**src/rtl/rv32m_pkg.sv**
```systemverilog
// rv32m_pkg: shared RV32M encodings, sequencer state type and overflow constants.
// Rev 1.0
`default_nettype none

package rv32m_pkg;

  localparam int XLEN = 32;

  localparam logic [2:0] F3_MUL    = 3'b000;
  localparam logic [2:0] F3_MULH   = 3'b001;
  localparam logic [2:0] F3_MULHSU = 3'b010;
  localparam logic [2:0] F3_MULHU  = 3'b011;
  localparam logic [2:0] F3_DIV    = 3'b100;
  localparam logic [2:0] F3_DIVU   = 3'b101;
  localparam logic [2:0] F3_REM    = 3'b110;
  localparam logic [2:0] F3_REMU   = 3'b111;

  typedef enum logic [1:0] {
    ST_IDLE = 2'd0,
    ST_CALC = 2'd1,
    ST_FIX  = 2'd2,
    ST_DONE = 2'd3
  } state_e;

  localparam logic [31:0] OVF_DIVIDEND = 32'h8000_0000;
  localparam logic [31:0] OVF_DIVISOR  = 32'hFFFF_FFFF;

endpackage

`default_nettype wire

```
**src/rtl/muldiv_special_case.sv**
```systemverilog
// muldiv_special_case: detects divide-by-zero and signed overflow, which bypass iteration.
// Rev 1.0
`default_nettype none

module muldiv_special_case
  import rv32m_pkg::*;
#(
  parameter int XLEN = rv32m_pkg::XLEN
) (
  input  logic [2:0]      funct_3,
  input  logic [XLEN-1:0] rs1,
  input  logic [XLEN-1:0] rs2,
  output logic            fast_path,
  output logic [XLEN-1:0] fast_result
);

  logic div_zero;
  logic div_ovf;

  always_comb begin
    div_zero    = funct_3[2] && (rs2 == '0);
    div_ovf     = ((funct_3 == F3_DIV) || (funct_3 == F3_REM)) &&
                  (rs1 == OVF_DIVIDEND) && (rs2 == OVF_DIVISOR);
    fast_path   = div_zero || div_ovf;
    fast_result = '0;
    // funct_3[1] separates the remainder forms from the quotient forms
    if (div_zero) begin
      fast_result = funct_3[1] ? rs1 : '1;
    end else if (div_ovf) begin
      fast_result = funct_3[1] ? '0 : OVF_DIVIDEND;
    end
  end

endmodule

`default_nettype wire

```
**src/rtl/ex_muldiv_sequencer.sv**
```systemverilog
// ex_muldiv_sequencer: 32-iteration shift-add multiply / restoring divide for RV32M in EX.
// Rev 1.0
`default_nettype none

module ex_muldiv_sequencer
  import rv32m_pkg::*;
#(
  parameter int XLEN  = rv32m_pkg::XLEN,
  parameter int CNT_W = 5
) (
  input  logic            clk,
  input  logic            rst_n,
  input  logic            start,
  input  logic            kill,
  input  logic [2:0]      funct_3,
  input  logic [XLEN-1:0] rs1,
  input  logic [XLEN-1:0] rs2,
  output logic            stall,
  output logic            done,
  output logic [XLEN-1:0] result
);

  state_e              state_q, state_d;
  logic [CNT_W-1:0]    cnt_q, cnt_d;
  logic [2:0]          f3_q, f3_d;
  logic                neg_q, neg_d;
  logic [2*XLEN-1:0]   acc_q, acc_d;
  logic [XLEN-1:0]     b_q, b_d;
  logic [XLEN-1:0]     result_q, result_d;
  logic                done_q, done_d;

  logic                fast_path;
  logic [XLEN-1:0]     fast_result;

  logic                s1_signed, s2_signed, neg1, neg2, neg_flag;
  logic [XLEN-1:0]     a_mag, b_mag;
  logic [XLEN:0]       mul_sum, div_trial;
  logic [2*XLEN-1:0]   mul_next, div_next, prod_fix;
  logic [XLEN-1:0]     quo_fix, rem_fix, fix_sel;

  muldiv_special_case #(.XLEN(XLEN)) u_special (
    .funct_3     (funct_3),
    .rs1         (rs1),
    .rs2         (rs2),
    .fast_path   (fast_path),
    .fast_result (fast_result)
  );

  always_comb begin
    s1_signed = (funct_3 == F3_MULH) || (funct_3 == F3_MULHSU) ||
                (funct_3 == F3_DIV)  || (funct_3 == F3_REM);
    s2_signed = (funct_3 == F3_MULH) || (funct_3 == F3_DIV) || (funct_3 == F3_REM);
    neg1      = s1_signed && rs1[XLEN-1];
    neg2      = s2_signed && rs2[XLEN-1];
    a_mag     = neg1 ? -rs1 : rs1;
    b_mag     = neg2 ? -rs2 : rs2;
    // Remainder takes the dividend's sign; product and quotient take the XOR
    neg_flag  = (funct_3 == F3_REM) ? neg1 : (neg1 ^ neg2);
  end

  always_comb begin
    mul_sum   = {1'b0, acc_q[2*XLEN-1:XLEN]} + (acc_q[0] ? {1'b0, b_q} : '0);
    mul_next  = {mul_sum, acc_q[XLEN-1:1]};
    div_trial = acc_q[2*XLEN-1:XLEN-1] - {1'b0, b_q};
    div_next  = div_trial[XLEN] ? {acc_q[2*XLEN-2:0], 1'b0}
                                : {div_trial[XLEN-1:0], acc_q[XLEN-2:0], 1'b1};
    prod_fix  = neg_q ? -acc_q : acc_q;
    quo_fix   = neg_q ? -acc_q[XLEN-1:0] : acc_q[XLEN-1:0];
    rem_fix   = neg_q ? -acc_q[2*XLEN-1:XLEN] : acc_q[2*XLEN-1:XLEN];
    case (f3_q)
      F3_MUL:                       fix_sel = prod_fix[XLEN-1:0];
      F3_MULH, F3_MULHSU, F3_MULHU: fix_sel = prod_fix[2*XLEN-1:XLEN];
      F3_DIV, F3_DIVU:              fix_sel = quo_fix;
      default:                      fix_sel = rem_fix;
    endcase
  end

  always_comb begin
    state_d  = state_q;
    cnt_d    = cnt_q;
    f3_d     = f3_q;
    neg_d    = neg_q;
    acc_d    = acc_q;
    b_d      = b_q;
    result_d = result_q;
    done_d   = 1'b0;
    if (kill) begin
      state_d = ST_IDLE;
    end else begin
      case (state_q)
        ST_IDLE: begin
          if (start) begin
            f3_d  = funct_3;
            neg_d = neg_flag;
            acc_d = {{XLEN{1'b0}}, a_mag};
            b_d   = b_mag;
            cnt_d = '0;
            if (fast_path) begin
              result_d = fast_result;
              done_d   = 1'b1;
              state_d  = ST_DONE;
            end else begin
              state_d = ST_CALC;
            end
          end
        end
        ST_CALC: begin
          acc_d = f3_q[2] ? div_next : mul_next;
          cnt_d = cnt_q + CNT_W'(1);
          if (cnt_q == '1) state_d = ST_FIX;
        end
        ST_FIX: begin
          result_d = fix_sel;
          done_d   = 1'b1;
          state_d  = ST_DONE;
        end
        default: state_d = ST_IDLE;
      endcase
    end
  end

  always_ff @(posedge clk or negedge rst_n) begin
    if (!rst_n) begin
      state_q  <= ST_IDLE;
      cnt_q    <= '0;
      f3_q     <= '0;
      neg_q    <= 1'b0;
      acc_q    <= '0;
      b_q      <= '0;
      result_q <= '0;
      done_q   <= 1'b0;
    end else begin
      state_q  <= state_d;
      cnt_q    <= cnt_d;
      f3_q     <= f3_d;
      neg_q    <= neg_d;
      acc_q    <= acc_d;
      b_q      <= b_d;
      result_q <= result_d;
      done_q   <= done_d;
    end
  end

  // A start that coincides with kill is never accepted, so it must not stall
  assign stall  = ((state_q == ST_IDLE) && start && !fast_path && !kill) ||
                  (state_q == ST_CALC) || (state_q == ST_FIX);
  assign done   = done_q;
  assign result = result_q;

endmodule

`default_nettype wire

```
**config.mk**
```make
export PLATFORM = sky130hd
export DESIGN_NAME = ex_muldiv_sequencer
export DESIGN_NICKNAME = d
export VERILOG_FILES = /design/src/rtl/rv32m_pkg.sv /design/src/rtl/muldiv_special_case.sv /design/src/rtl/ex_muldiv_sequencer.sv
export SDC_FILE = /design/constraint.sdc
export NUM_CORES = 1
export LEC_CHECK = 0
export CAP_MARGIN = 10
export CORE_AREA = 2 2 224 226
export DETAILED_ROUTE_END_ITERATION = 6
export DIE_AREA = 0 0 226 228
export RECOVER_POWER = 100
export SYNTH_ARGS = -nofsm -noshare
export SYNTH_HDL_FRONTEND = slang
export SYNTH_HIERARCHICAL = 1
export SYNTH_SLANG_ARGS = --single-unit
```
**constraint.sdc**
```tcl
create_clock -name clk -period 4.7 [get_ports clk]
set_clock_uncertainty 0.15 [all_clocks]
set_input_delay 0.705 -clock clk [delete_from_list [all_inputs] [get_ports clk]]
set_output_delay 0.705 -clock clk [all_outputs]
set_load 0.01 [all_outputs]
```
==> key figures <==
Final layout
  – Most frequent cells in the layout: nand2_1, o21ai_0, a21oi_1, nor2_1, dfrtp_1
  – Final Util: 34.66%
  – Nets: 2181
  – Commonest non-fill, non-tap cell in the layout: nand2_1
  – Area of the multi-input gates: between 10000 and 15000 um2
  – Filler cells: about 5200
  – Reg area: approximately 3500 um2
  – Share of cells above drive strength 1: 6.204%
  – Synthesis-to-layout area growth: 17.56%

Die
  – Chip height: roughly 230 um
  – Full die area: just over 50000 um2
  – Row count: between 80 and 90
  – Num ports: roughly 110
  – Die X: 226 um
  – Initial Utilization: about 29%
  – Core ar.: 49350 um2

Global route
  – Largest net degree at the start of global routing: slightly below 90
  – GR Overflow Total: 0
  – Most Used Layer, Global Route: met2
  – Vias in the first global route: between 10000 and 15000
  – Met1 Usage GRT: between 20% and 30%
  – Antenna violations before repair: 6
  – Met2 Use GR: around a third
  – Global router's overall resource usage: about 22%
  – First-pass GRT wire length: around 86000 um
  – Met3 usage: between 4 and 5%

Status
  – Outcome: complete, but fails checks
  – Failing checks: max-capacitance violations, max-slew violations

Yosys
  – Netlist cell types: 80
  – Syn avg cell area: around 7.4 um2
  – Synthesized area: 14550 um2
  – Number of synthesized flops with an enable pin: 0
  – #FFs+latches synth: 140
  – Sequential area share after synthesis: 24.08%
  – Post-synthesis compound-gate area fraction: 26.57%
  – Share of async-settable or async-resettable flops after synthesis: 100.0%
  – Main combinational cell family by area after synthesis: compound AO/OA/AOI/OAI gates
  – Synth area leader: dfrtp_1
  – Post-synth top area share: between 20 and 25%
  – Syn Nets: 2107
  – Cells after Synth: 1960
  – Largest cells by area after synthesis: dfrtp_1, o21ai_0, ha_1
  – Post-synthesis mux area share: around 4.6%
  – Simple-Gate Fraction of Synth Area: between 20% and 30%
  – Synth Warn #: 6
  – Adder-Cell Fraction of Synth Area: around 6.6%
  – Xor-xnor portion of the synthesized cell area: between 10% and 20%
  – Top FF cell, synth: dfrtp_1

Power and ir drop
  – Clock power share: around an eighth
  – Pwr Total: ~13 mW
  – Internal Power: approximately 6 mW
  – Sw Share: 52.85%
  – Comb power frac: 68.5%
  – Reg power frac: about a fifth
  – Maximum vdd ir drop: approximately 0.36 mV
  – Psw: slightly below 7 mW
  – Leakage Power: 7.463 nW
  – Ratio of total power to cell area: approximately 750 nW/um2

Clock network
  – Skew-Pair Late Insertion Delay: between 400 and 500 ps
  – Clk root buf: clkbuf_16
  – Post-CTS sizing: 0
  – CTS buffer count: 17
  – Post-CTS Hold Buffers: 0
  – Clock Sinks: 140
  – Maximum clock path buffer count: 2
  – CTS tree: built
  – # Post-CTS Setup Buffers: 0
  – H-tree depth: 4
  – CTS clk-pin slew, worst paths: roughly 70 ps

Placed design
  – GP Congestion: 0.9708
  – IO buf count: 104
  – DP HPWL: 44520 um

Drt
  – Post-DR vias/cell: between 5 and 6
  – Post-DR wirelength/cell: ~21 um
  – Drt initial violations: about 1700
  – Initial DRT Pass Iterations: 6
  – Drt drc: 0
  – Drt total wl: approximately 57000 um
  – Via count: ~15000
  – Antenna-violating nets left: 0

Worst setup path
  – Startpoint type of the worst setup path: flop
  – Worst EP required: between 4000 and 5000 ps
  – FF-to-FF path depth: 14
  – Worst Setup End Kind: flop
  – Max FO, Critical Path: 17
  – CP arrival: around 4600 ps
  – Crit Path Category: reg -> reg

Flow run
  – Max-cap violations: 4

Hold path
  – Worst Hold Path Cells: 2
  – Hold Crit Class: reg -> reg

Timing
  – Setup violators final: 0
  – Hold Violations, Final: 0
  – Min Hold Slack: 327.1 ps
  – Max Slew Vio Count: 206
  – Worst slew pin tran: 2512 ps
  – Fmax: roughly 0.23 GHz
  – Unrepaired setup endpoints after global routing: false
  – Tcrit/Tclk final: 93.53%
  – Setup TNS: 0 ps
  – Min cycle time layout: approximately 4400 ps
  – Slew HR: -67.48%
[through the flow]
step | instance area (um2) | worst slack, ps | cells
6_report | 17100 | 304.2 | 2720
5_1_grt | 17100 | 124.3 | 2719
4_1_cts | 17180 | 365.9 | 2719
3_5_place_dp | 16530 | 368.1 | 2687
3_3_place_gp | 16530 | 392.5 | 2687
2_1_floorplan | 14550 | 1372 | 1960
[sequential cells by signal (all words and copies together) (netlist names)]
register	count
result	32
b_q	32
f3_q	3
cnt_q	5
done	1
state_q	2
acc_q	64
neg_q	1
[cell usage after synthesis, drive strengths merged (10+ instances only)]
library cell	n
nor2b	10
o41ai	16
buf	29
a21o	26
mux2i	61
o221ai	18
clkbuf	98
o22ai	16
nand3	45
o31ai	26
or4	21
o21ai	211
a211oi	14
nor2	159
nor3	58
dfrtp	140
or3	26
nand4	19
nand2b	19
and3	13
o21a	14
a31oi	14
nand2	217
inv	99
ha	74
a22oi	14
a21oi	178
nor4	28
xnor2	89
and2	12
o211ai	20
xor2	79
[area by class of cell]
type	instances	area share (%)
sequential	140	20.50
tap	672	4.916
timing repair buffer	183	9.467
clock buffer	19	2.590
inverter	99	2.173
multi-input combinational	1593	59.10
clock inverter	13	1.244
antenna	1	0.01463
[power groups by stage]
| stage | Sequential (mW) | Combinational [mW] | Clock (mW) |
|---|---|---|---|
| 4_1_cts | 2.45 | 8.67 | 1.58 |
| 3_5_place_dp | 2.47 | 8.62 | 0 |
| 2_1_floorplan | 2.21 | 6.14 | 0 |
| 6_report | 2.46 | 8.77 | 1.57 |
| 3_3_place_gp | 2.46 | 8.52 | 0 |
| 5_1_grt | 2.52 | 9.56 | 1.63 |
[routing by layer]
metal  up-vias  routed length [um]
li1       7246                   -
met1      7345               24940
met2       710               25490
met3       116                4454
met4         6                1861
met5         -                  40
[worst paths after layout]
kind / start / to / slack, ps
worst max register to register: acc_q[31]$_DFFE_PN0P_ / acc_q[34]$_DFFE_PN0P_ / 300
worst min-delay path: b_q[11]$_DFFE_PN0P_ / b_q[11]$_DFFE_PN0P_ / 330
worst max-delay path: acc_q[31]$_DFFE_PN0P_ / acc_q[34]$_DFFE_PN0P_ / 300
worst min register to register: b_q[11]$_DFFE_PN0P_ / b_q[11]$_DFFE_PN0P_ / 330
min in group asynchronous: rst_n / acc_q[3]$_DFFE_PN0P_ / 840
max in group asynchronous: rst_n / acc_q[35]$_DFFE_PN0P_ / 950
[worst max-delay path: stages, from the launching register on]
cell,delay (ps)
dfrtp_1,380
inv_1,110
ha_1,240
fa_1,240
nor2b_1,70
o2111ai_1,280
nand3_1,260
a41oi_1,420
a21oi_1,290
o41ai_2,600
xor2_4,440
buf_12,240
clkbuf_1,220
mux2i_1,210
o21ai_0,90
[cell families (layout without fill, tap and decap cells)]
group,count (synthesis),in the layout
other cells,0,1
compound gates,628,628
xor+xnor,168,168
fa+ha+maj,76,76
buf+inv,227,314
simple gates,655,655
flops,140,140
mux,66,66
(Power assumes the default switching activity.)
